==> src/rtl/instr_fetch_aligner.sv <==
// instr_fetch_aligner: turns word-aligned 32-bit fetch words carrying a mix of
// 16-bit and 32-bit instructions into one right-aligned instruction per
// handshake. Straddling 32-bit instructions are reassembled from two words.
// Optional performance counters are built when FETCH_ALIGN_PERF_EN is defined.
module instr_fetch_aligner #(
  parameter logic [31:0] RESET_PC = 32'h0000_0000,
  parameter int          HQ_DEPTH = 4
) (
  input  logic        i_clk,
  input  logic        i_rst_n,
  input  logic        i_fetch_valid,
  input  logic [31:0] i_fetch_data,
  output logic        o_fetch_ready,
  input  logic        i_flush,
  input  logic [31:0] i_flush_pc,
  output logic        o_instr_valid,
  output logic [31:0] o_instr,
  output logic [31:0] o_instr_pc,
  output logic        o_is_compr,
`ifdef FETCH_ALIGN_PERF_EN
  output logic [31:0] o_perf_compr_cnt,
  output logic [31:0] o_perf_full_cnt,
`endif
  input  logic        i_instr_ready
);

  localparam int CW = $clog2(HQ_DEPTH + 1);
  localparam int AW = $clog2(HQ_DEPTH);

  logic [15:0]   hq     [HQ_DEPTH];
  logic [15:0]   hq_n   [HQ_DEPTH];
  logic [CW-1:0] cnt;
  logic [31:0]   pc_q;
  logic          skip_lo;

  logic          compr;
  logic          do_pop;
  logic          do_push;
  logic [CW-1:0] pop_n;
  logic [CW-1:0] push_n;
  logic [CW-1:0] rem;
  logic [AW-1:0] wr_idx;
  logic [31:0]   pc_inc;

  // Head classification and presentation come straight from the registered
  // queue, so nothing on the fetch side reaches o_instr in the same cycle.
  assign compr         = (hq[0][1:0] != 2'b11);
  assign o_instr_valid = ((cnt >= CW'(1)) && compr) || (cnt >= CW'(2));
  assign o_instr       = compr ? {16'h0000, hq[0]} : {hq[1], hq[0]};
  assign o_is_compr    = compr;
  assign o_instr_pc    = pc_q;
  assign o_fetch_ready = (cnt <= CW'(2)) && !i_flush;

  assign do_pop  = o_instr_valid && i_instr_ready;
  assign do_push = i_fetch_valid && o_fetch_ready;
  assign pop_n   = do_pop  ? (compr   ? CW'(1) : CW'(2)) : CW'(0);
  assign push_n  = do_push ? (skip_lo ? CW'(1) : CW'(2)) : CW'(0);
  assign rem     = cnt - pop_n;
  assign wr_idx  = rem[AW-1:0];
  assign pc_inc  = {{(32-CW-1){1'b0}}, pop_n, 1'b0};

  // Next queue contents: shift out popped halfwords, then append the pushed
  // ones behind whatever remains. Pushes only land at or beyond cnt, so a
  // held instruction in hq[0]/hq[1] is never overwritten.
  always_comb begin
    // NOTE: every element gets a default first so no path leaves hq_n
    // unassigned, which would otherwise infer a latch.
    for (int i = 0; i < HQ_DEPTH; i++) hq_n[i] = hq[i];
    case (pop_n)
      CW'(1): for (int i = 0; i < HQ_DEPTH - 1; i++) hq_n[i] = hq[i+1];
      CW'(2): for (int i = 0; i < HQ_DEPTH - 2; i++) hq_n[i] = hq[i+2];
      default: ;
    endcase
    if (do_push) begin
      if (skip_lo) begin
        hq_n[wr_idx] = i_fetch_data[31:16];
      end else begin
        hq_n[wr_idx]         = i_fetch_data[15:0];
        hq_n[wr_idx + AW'(1)] = i_fetch_data[31:16];
      end
    end
  end

  // Halfword storage: pure data, qualified entirely by cnt.
  // NOTE: the queue array is deliberately left out of reset; cnt=0 marks
  // every entry invalid, so resetting the storage would buy nothing.
  always_ff @(posedge i_clk) begin
    for (int i = 0; i < HQ_DEPTH; i++) hq[i] <= hq_n[i];
  end

  // Occupancy, head PC and half-word skip; flush overrides any handshake.
  // NOTE: state registers use non-blocking assignments so every register
  // samples the pre-edge values regardless of statement order.
  always_ff @(posedge i_clk or negedge i_rst_n) begin
    if (!i_rst_n) begin
      cnt     <= '0;
      pc_q    <= RESET_PC;
      skip_lo <= RESET_PC[1];
    end else if (i_flush) begin
      cnt     <= '0;
      pc_q    <= i_flush_pc & ~32'h1;
      skip_lo <= i_flush_pc[1];
    end else begin
      cnt  <= cnt + push_n - pop_n;
      pc_q <= pc_q + pc_inc;
      if (do_push && skip_lo) skip_lo <= 1'b0;
    end
  end

`ifdef FETCH_ALIGN_PERF_EN
  // Retired-instruction counters by width; flush does not clear them.
  always_ff @(posedge i_clk or negedge i_rst_n) begin
    if (!i_rst_n) begin
      o_perf_compr_cnt <= '0;
      o_perf_full_cnt  <= '0;
    end else if (do_pop && !i_flush) begin
      if (compr) o_perf_compr_cnt <= o_perf_compr_cnt + 32'd1;
      else       o_perf_full_cnt  <= o_perf_full_cnt  + 32'd1;
    end
  end
`endif

endmodule

==> config.mk <==
export PLATFORM = sky130hd
export DESIGN_NAME = instr_fetch_aligner
export DESIGN_NICKNAME = d
export VERILOG_FILES = /design/src/rtl/instr_fetch_aligner.sv
export SDC_FILE = /design/constraint.sdc
export NUM_CORES = 1
export LEC_CHECK = 0
export ABC_AREA = 1
export CAP_MARGIN = 20
export CORE_MARGIN = 5
export CORE_UTILIZATION = 39
export DETAILED_ROUTE_END_ITERATION = 6
export MAX_ROUTING_LAYER = met4
export PLACE_DENSITY = 0.7
export RECOVER_POWER = 100
export SLEW_MARGIN = 20
export SYNTH_ARGS = -nofsm -noshare
export SYNTH_HDL_FRONTEND = slang
export SYNTH_SLANG_ARGS = --single-unit
==> constraint.sdc <==
create_clock -name i_clk -period 10.5 [get_ports i_clk]
set_clock_uncertainty 0.2 [all_clocks]
set_input_delay 2.625 -clock i_clk [delete_from_list [all_inputs] [get_ports i_clk]]
set_output_delay 2.625 -clock i_clk [all_outputs]
set_load 0.01 [all_outputs]
==> flow_summary.json, run 1 <==
{
  "crit_required_ns": 10.49,
  "syn_area_um2": 7850,
  "nets": 1446,
  "pwr-share-seq_pct": 23.8,
  "port_buffers": 133,
  "min_period_ns": 8.30,
  "failed_checks": "capacitance limit, slew limit",
  "min_to": "o_instr_pc[31]$_DFF_PN0_",
  "finalSetupViolCount": 0,
  "drt_pass1_iterations": 5,
  "p_leak_nw": 4.75,
  "hp-class": "reg -> reg",
  "ctsResizeCount": 0,
  "antenna_found_initial": 0,
  "cts.sinks": 99,
  "synth_cells": 1293,
  "cp_top_family": "simple AND/OR/NAND/NOR gates",
  "cts.htree.levels": 3,
  "drv_slew": 221,
  "max-vdd-ir-drop_v": 0.000200,
  "post-dp-hpwl_um": 16000,
  "clockRootBuffer": "clkbuf_16",
  "synthFlopType": "dfxtp_1",
  "fin_area_um2": 9400,
  "power.internal_w": 0.00125,
  "fillers": 2126,
  "hold_ws_ns": 0.386,
  "combPwrFrac_pct": 61.1,
  "die-height_um": 152,
  "r2r_start": "hq[0][1]$_DFF_P_",
  "clkTransAtPathRegs_ns": 0.08,
  "synth_nets": 1371,
  "netSwitchingPower_w": 0.00130,
  "r2r_setup_slack_ns": 2.20,
  "hp-start": "o_instr_pc[31]$_DFF_PN0_",
  "vias": 8713,
  "wl_um": 25500,
  "p_per_area_nw_per_um2": 272,
  "die-area_um2": 23100,
  "insertion_delay_ns": 0.35,
  "critPathSlowestCell": "nand2_1",
  "slew_headroom_pct": -66.9,
  "die_w_um": 152,
  "first_iter_violations": 905,
  "cts_setup_buffers": 0,
  "yosysWarnings": 0,
  "cp.arrival_ns": 8.29,
  "area_delta_synth_final_pct": 19.7,
  "synth.yosys.seq_area_share_pct": 29.5,
  "fmax_mhz": 121,
  "clock_path_buffers": 2,
  "swShare_pct": 50.8,
  "cp_max_fo": 62,
  "postPlaceCellArea_um2": 9130,
  "grt_start_max_net_pins": 73,
  "p_clk_share_pct": 15.1,
  "drv_cap": 5,
  "synth-edff-count": 16,
  "startpoint_type": "flop",
  "via_per_inst": 5.30,
  "period_share_pct": 79.0,
  "drc": 0,
  "status": "finished, violations left",
  "ios": 136,
  "cp-end-kind": "flop",
  "gp_congestion": 0.881,
  "cts_hold_buf": 0,
  "cts_tree": "built",
  "start_util_pct": 39.2,
  "reg2regPathDepth": 11,
  "numCtsBuffers": 9,
  "num_antenna_cells": 0,
  "synth.distinct_cells": 42,
  "grt_setup_unrepaired": "false",
  "ant_nets": 0,
  "timing.rr.end": "hq[3][1]$_DFFE_PP_",
  "ys_seq_elements": 99,
  "setup_tns_ns": 0,
  "cp_num_buf_inv": 3,
  "grt_usage_pct": 22.2,
  "grt_pass1_wl_um": 41900,
  "synth.avg_cell_area_um2": 6.07,
  "critical_path_class": "reg -> reg",
  "crit_chain": "nand2_1 -> nand2_2 -> nand2_1 -> nand3_1 -> inv_1 -> ha_1 -> inv_1 -> nand2_2 -> inv_1 -> nand2_1 -> o21ai_0",
  "gr-total-overflow": 0,
  "grt_pass1_vias": 8292,
  "min_path_cells": 4,
  "drive_above_1_share_pct": 3.50,
  "core_area_um2": 20000,
  "wire_per_inst_um": 15.5,
  "rows": 52,
  "cp_slowest_stage_delay_ns": 1.79,
  "finalHoldViolations": 0,
  "async_reset_ff_share_pct": 35.4,
  "tightest_slew_ns": 2.50
}
-- per-layer routing --
layer  GRT usage (%)  part of all wire [%]
met5               -                     0
met4            7.11                   1.8
met3            2.76                   7.5
met2            34.7                    45
met1            30.2                    45
-- cell usage after synthesis, types with 2 or more instances --
| master | number | share of area, % |
|---|---|---|
| nand2_1 | 586 | 28 |
| nand3_2 | 2 | 0.25 |
| buf_6 | 12 | 1.7 |
| a21oi_1 | 28 | 1.8 |
| buf_1 | 3 | 0.14 |
| xor2_1 | 11 | 1.2 |
| nor3b_1 | 2 | 0.19 |
| nand3_1 | 63 | 4.0 |
| nor2_2 | 3 | 0.24 |
| buf_2 | 21 | 1.3 |
| ha_1 | 6 | 0.96 |
| inv_1 | 112 | 5.4 |
| nor3_1 | 10 | 0.64 |
| nand4_1 | 75 | 6.0 |
| dfrtp_1 | 35 | 11 |
| a31oi_1 | 4 | 0.32 |
| nand3b_1 | 3 | 0.29 |
| o21ai_1 | 13 | 0.83 |
| nor2_1 | 57 | 2.7 |
| xnor2_1 | 4 | 0.45 |
| dfxtp_1 | 48 | 12 |
| a21boi_1 | 23 | 2.2 |
| buf_4 | 10 | 0.96 |
| o22ai_1 | 15 | 1.2 |
| nand2_4 | 4 | 0.57 |
| nor3_2 | 2 | 0.25 |
| edfxtp_1 | 16 | 6.1 |
| inv_2 | 12 | 0.57 |
| nand2_2 | 6 | 0.48 |
| or2_2 | 2 | 0.16 |
| o21ai_0 | 57 | 3.6 |
| nor2_4 | 5 | 0.72 |
| o211ai_1 | 3 | 0.29 |
| nor4_1 | 2 | 0.16 |
| fa_1 | 3 | 0.76 |
| clkbuf_1 | 29 | 1.4 |
-- flip-flops by register name (all words and copies together) (netlist names) --
name / count
cnt: 3
skip_lo: 1
o_instr_pc: 31
hq: 64
-- cells in the final DEF (no fill, tap or decap), drive strengths merged, types with 4 or more instances in the layout --
cell type      synthesis  layout
edfxtp                16      16
a31oi                  4       4
xnor2                  4       4
a21boi                24      24
xor2                  11      11
clkbuf                29      13
o22ai                 15      15
nor3                  12      12
nand4                 75      75
inv                  124     127
o21ai                 70      70
nand3                 65      65
ha                     6       6
dlygate4sd3            0      63
dfrtp                 35      35
a21oi                 28      28
nor2                  65      65
dfxtp                 48      48
nand2                597     597
buf                   46       5
clkdlybuf4s50          0      68
-- worst min-delay path, delay by kind of cell, from the launching register on --
family / cells / cell delay (ns)
and+or+nand+nor: 4 / 0.20
DFF: 1 / 0.36
-- final cells by class --
cell class,count,area [um2],area share (%)
multi-input combinational,995,4590,48.8
inverter,124,465,4.95
sequential,99,2320,24.7
clock buffer,10,239,2.54
clock inverter,6,92.6,0.985
tap,270,338,3.59
timing repair buffer,139,1360,14.4
-- worst max path at each step --
stage,from,endpoint,depth (start not counted)
final,hq[0][1]$_DFF_P_,hq[3][1]$_DFFE_PP_,11
after global routing,hq[0][1]$_DFF_P_,hq[3][15]$_DFFE_PP_,11
after CTS,i_flush,o_fetch_ready,6
after detailed placement,i_instr_ready,hq[0][2]$_DFF_P_,16
after global placement,i_flush,o_fetch_ready,6
after floorplan,i_flush,o_fetch_ready,4
-- metrics by stage --
stage / instances / worst slack, ns / util (%) / total power [W]
final: 1643 / 2.20 / 46.9 / 0.00255
after global routing: 1643 / 1.74 / 46.9 / 0.00280
after CTS: 1642 / 3.44 / 47.2 / 0.00257
after detailed placement: 1626 / 3.44 / 45.5 / 0.00218
after global placement: 1626 / 3.43 / 45.5 / 0.00215
after floorplan: 1293 / 4.69 / - / 0.00181
-- power by group through the flow --
stage	combinational [W]	sequential, W	clock [W]
floorplan	0.00121	0.000607	0
global placement	0.00154	0.000612	0
detailed placement	0.00156	0.000614	0
CTS	0.00157	0.000607	0.000390
global route	0.00177	0.000621	0.000406
finish	0.00156	0.000607	0.000385
-- kinds of logic (layout without fill, tap and decap cells) --
family	Yosys count	after routing	share of synthesized area, %
AOI/OAI and AO/OA	146	146	10.5
xor gates and xnor gates	15	15	1.67
adders and majority gates	9	9	1.72
buffers and inverters	199	279	11.5
DFF	99	99	29.5
other	1	1	0.0478
and+or+nand+nor	824	824	45.0
(Power assumes the default switching activity.)
==> run 2: changes to the inputs <==
- clock period: 10.5 -> 8.35 ns (I/O delays scaled with it)
==> flow_summary.json, run 2 (synthesis gave the netlist of run 1 again) <==
{
  "via_per_inst": 5.30,
  "min_period_ns": 6.98,
  "grt_pass1_wl_um": 42100,
  "die_w_um": 152,
  "max-vdd-ir-drop_v": 0.000214,
  "cts.sinks": 99,
  "num_antenna_cells": 0,
  "nets": 1445,
  "top_register": "hq",
  "drt_pass1_iterations": 6,
  "path_common_cell": "clkdlybuf4s50_1",
  "wire_per_inst_um": 15.6,
  "crit_required_ns": 6.06,
  "grt_start_max_net_pins": 71,
  "post-dp-hpwl_um": 16100,
  "final_cell_count_no_fill": 1642,
  "power_w": 0.00318,
  "status": "finished, violations left",
  "crit_chain": "clkdlybuf4s50_1 -> clkbuf_1 -> nor2_1 -> o21ai_0 -> inv_2 -> clkdlybuf4s50_1",
  "fmax_mhz": 143,
  "cp.arrival_ns": 4.69,
  "clock_path_buffers": 2,
  "tightest_slew_ns": 1.90,
  "cp-end-kind": "output pin",
  "rows": 52,
  "slew_headroom_pct": -26.6,
  "first_iter_violations": 770,
  "final_common_cell": "nand2_1",
  "period_share_pct": 83.6,
  "grt_pass1_vias": 8319,
  "cts.htree.levels": 3,
  "gr-total-overflow": 0,
  "drive_above_1_share_pct": 3.50,
  "cp_num_buf_inv": 4,
  "setup_tns_ns": 0,
  "cp_max_fo": 44,
  "fillers": 2152,
  "p_per_area_nw_per_um2": 339,
  "insertion_delay_ns": 0.35,
  "cp_top_family": "buffers and inverters",
  "gp_congestion": 0.880,
  "drv_cap": 3,
  "cts_tree": "built",
  "core_area_um2": 20000,
  "antenna_found_initial": 0,
  "critPathSlowestCell": "clkbuf_1",
  "hold_ws_ns": 0.393,
  "finalSetupViolCount": 0,
  "hp-class": "reg -> reg",
  "ctsResizeCount": 0,
  "drc": 0,
  "numCtsBuffers": 9,
  "ios": 136,
  "placed_cells": 1626,
  "area_delta_synth_final_pct": 19.5,
  "die-area_um2": 23100,
  "die-height_um": 152,
  "wl_um": 25700,
  "largest_reg_flops": 64,
  "startpoint_type": "input port",
  "port_buffers": 133,
  "multi_input_area_um2": 4610,
  "layout_common_cells": "nand2_1, inv_1, nand4_1",
  "p_leak_nw": 4.75,
  "drv_slew": 127,
  "grt_setup_unrepaired": "false",
  "ant_nets": 0,
  "failed_checks": "capacitance limit, slew limit",
  "clkTransAtPathRegs_ns": 0.07,
  "critical_path_class": "in -> out",
  "start_util_pct": 39.2,
  "clockRootBuffer": "clkbuf_16",
  "finalHoldViolations": 0,
  "vias": 8704,
  "cp_slowest_stage_delay_ns": 1.32,
  "seq_area_um2": 2320,
  "cts_setup_buffers": 0,
  "grt_usage_pct": 22.3,
  "cts_hold_buf": 0
}
## run 2: changes by cell type in the layout (fill, tap and decap cells not counted), sizes merged
cell	delta
buf	-1
bufinv	-1
clkinv	-1
clkinvlp	+1
inv	+1
## run 2: final timing paths
path,endpoint,cells past startpoint,slack (ns),from
setup / recovery,o_fetch_ready,6,1.37,i_flush
hold / removal,o_instr_pc[1]$_DFF_PN0_,3,0.39,o_instr_pc[1]$_DFF_PN0_
setup reg to reg,hq[3][0]$_DFFE_PP_,11,1.91,hq[0][0]$_DFF_P_
hold reg to reg,o_instr_pc[1]$_DFF_PN0_,3,0.39,o_instr_pc[1]$_DFF_PN0_
max in group asynchronous,cnt[0]$_DFF_PN0_,1,4.80,i_rst_n
min in group asynchronous,o_instr_pc[19]$_DFF_PN0_,1,2.04,i_rst_n
## run 2: where the power goes
group,internal (W),leakage (nW),total (W),switching [W]
sequential,0.000647,0.978,0.000763,0.000116
combinational,0.000658,3.62,0.00197,0.00131
clock,0.000238,0.146,0.000450,0.000212
total,0.00154,4.75,0.00318,0.00164
## run 2: metrics by stage
stage | setup slack, ns | area (um2) | util (%)
finish | 1.37 | 9390 | 46.8
global route | 1.13 | 9390 | 46.8
CTS | 2.37 | 9430 | 47.0
detailed placement | 2.29 | 9130 | 45.5
floorplan | 3.13 | 7850 | -
global placement | 2.28 | 9130 | 45.5
## run 2: layout make-up
class / count / area share [%]
tap: 270 / 3.60
inverter: 124 / 4.96
clock buffer: 10 / 2.44
sequential: 99 / 24.7
multi-input combinational: 995 / 49.1
clock inverter: 6 / 0.773
timing repair buffer: 138 / 14.4
## run 2: metal layers
layer | part of all wire [%] | vias up | global-route usage, %
li1 | - | 4299 | -
met3 | 8.1 | 47 | 3.64
met5 | 0 | - | -
met1 | 44 | 3955 | 29.6
met4 | 2.0 | 0 | 6.64
met2 | 46 | 403 | 35.2
## run 2: tightest hold or removal path: cells and delay by family, from the launching register on
kind                       cells  cell delay (ns)
DFF                            1             0.34
adders and majority gates      1             0.13
and+or+nand+nor                2             0.09
==> run 3: changes to the inputs <==
- PLACE_DENSITY: 0.7 -> 0.72
- clock period: 8.35 -> 6.3 ns (I/O delays scaled with it)
==> flow_summary.json, run 3 (synthesis gave the netlist of run 1 again) <==
{
  "vias": 8695,
  "cts_setup_buffers": 0,
  "startpoint_type": "flop",
  "period_share_pct": 83.1,
  "finalHoldViolations": 0,
  "via_per_inst": 5.28,
  "top_register": "hq",
  "largest_reg_flops": 64,
  "rows": 52,
  "grt_setup_unrepaired": "false",
  "drv_cap": 2,
  "failed_checks": "capacitance limit, slew limit",
  "ios": 136,
  "core_area_um2": 20000,
  "hp-class": "reg -> reg",
  "setup_tns_ns": 0,
  "first_iter_violations": 918,
  "die-area_um2": 23100,
  "area_delta_synth_final_pct": 19.7,
  "final_core_util_pct": 46.9,
  "status": "finished, violations left",
  "insertion_delay_ns": 0.36,
  "num_antenna_cells": 0,
  "layout_common_cells": "nand2_1, inv_1, nand4_1",
  "nets": 1451,
  "post-dp-hpwl_um": 16100,
  "cts.htree.levels": 3,
  "drive_above_1_share_pct": 3.70,
  "cp_slowest_stage_delay_ns": 0.72,
  "wl_um": 25700,
  "wire_per_inst_um": 15.6,
  "finalSetupViolCount": 0,
  "p_per_area_nw_per_um2": 448,
  "crit_required_ns": 6.28,
  "max-vdd-ir-drop_v": 0.000335,
  "port_buffers": 133,
  "cp.arrival_ns": 5.22,
  "cts.sinks": 99,
  "final_common_cell": "nand2_1",
  "die-height_um": 152,
  "fillers": 2134,
  "gr-total-overflow": 0,
  "path_common_cell": "nor2_1",
  "min_period_ns": 5.24,
  "fin_ws_ns": 1.06,
  "crit_chain": "nand2_4 -> nand2_1 -> nand2_4 -> nand2_4 -> nor2_1 -> fa_1 -> nand2_2 -> nor2_1 -> nand3_1 -> nor2_1 -> nand2_2 -> nor2_1 -> xnor2_1 -> o21ai_1",
  "drc": 0,
  "start_util_pct": 39.2,
  "clkTransAtPathRegs_ns": 0.08,
  "grt_pass1_wl_um": 41300,
  "cp-end-kind": "flop",
  "critPathSlowestCell": "nor2_1",
  "fmax_mhz": 191,
  "ctsResizeCount": 0,
  "place_ws_ns": 1.59,
  "final_cell_count_no_fill": 1648,
  "slew_headroom_pct": -27.4,
  "placed_cells": 1632,
  "drt_pass1_iterations": 5,
  "hold_ws_ns": 0.393,
  "clock_path_buffers": 2,
  "p_leak_nw": 4.76,
  "drv_slew": 80,
  "grt_start_max_net_pins": 72,
  "gp_congestion": 0.878,
  "cp_max_fo": 62,
  "numCtsBuffers": 9,
  "grt_pass1_vias": 8148,
  "antenna_found_initial": 0,
  "cts_hold_buf": 0,
  "multi_input_area_um2": 4590,
  "die_w_um": 152,
  "tightest_slew_ns": 1.91,
  "grt_usage_pct": 22.0,
  "clockRootBuffer": "clkbuf_16",
  "critical_path_class": "reg -> reg",
  "seq_area_um2": 2320,
  "ant_nets": 0,
  "cts_tree": "built"
}
[run 3: changes by cell type in the layout (fill, tap and decap cells not counted), sizes merged]
cell | before | now
buf | 4 | 9
clkbuf | 13 | 14
clkdlybuf4s50 | 68 | 65
clkinv | 0 | 1
dlygate4sd3 | 63 | 66
inv | 128 | 127
[run 3: final timing paths]
path,from,endpoint,slack (ns),cells after the start
worst max-delay path,hq[0][0]$_DFF_P_,o_instr_pc[19]$_DFF_PN0_,1.06,14
worst min-delay path,o_instr_pc[31]$_DFF_PN0_,o_instr_pc[31]$_DFF_PN0_,0.39,4
worst max register to register,hq[0][0]$_DFF_P_,o_instr_pc[19]$_DFF_PN0_,1.06,14
worst min register to register,o_instr_pc[31]$_DFF_PN0_,o_instr_pc[31]$_DFF_PN0_,0.39,4
max in group asynchronous,i_rst_n,o_instr_pc[2]$_DFF_PN0_,3.25,1
min in group asynchronous,i_rst_n,o_instr_pc[16]$_DFF_PN0_,1.54,1
[run 3: layout make-up]
class,instances,share of cell area (%)
multi-input combinational,995,48.8
sequential,99,24.7
timing repair buffer,144,14.8
inverter,124,4.95
tap,270,3.59
clock buffer,10,2.44
clock inverter,6,0.772
[run 3: critical path: cells and delay by family (launching register included)]
kind | cells | cell delay, ns
compound gates | 1 | 0.07
xor+xnor | 1 | 0.16
fa+ha+maj | 1 | 0.33
flops | 1 | 0.35
simple gates | 11 | 3.88
[run 3: where the power goes]
part	total (W)	switching (W)	leakage [nW]	internal, W
clock	0.000590	0.000276	0.146	0.000314
combinational	0.00262	0.00175	3.64	0.000870
sequential	0.00101	0.000147	0.978	0.000858
[run 3: per-layer routing]
metal / GRT usage [%] / up-vias / wire (um)
met5: - / - / 0
met4: 6.64 / 0 / 532
met3: 2.96 / 53 / 2040
met2: 35.8 / 406 / 11700
met1: 28.6 / 3921 / 11400
li1: - / 4315 / -
[run 3: per-stage QoR]
stage          cell area, um2  total power (W)
2_1_floorplan            7850          0.00302
3_3_place_gp             9160          0.00359
3_5_place_dp             9160          0.00365
4_1_cts                  9470          0.00425
5_1_grt                  9400          0.00461
6_report                 9400          0.00421
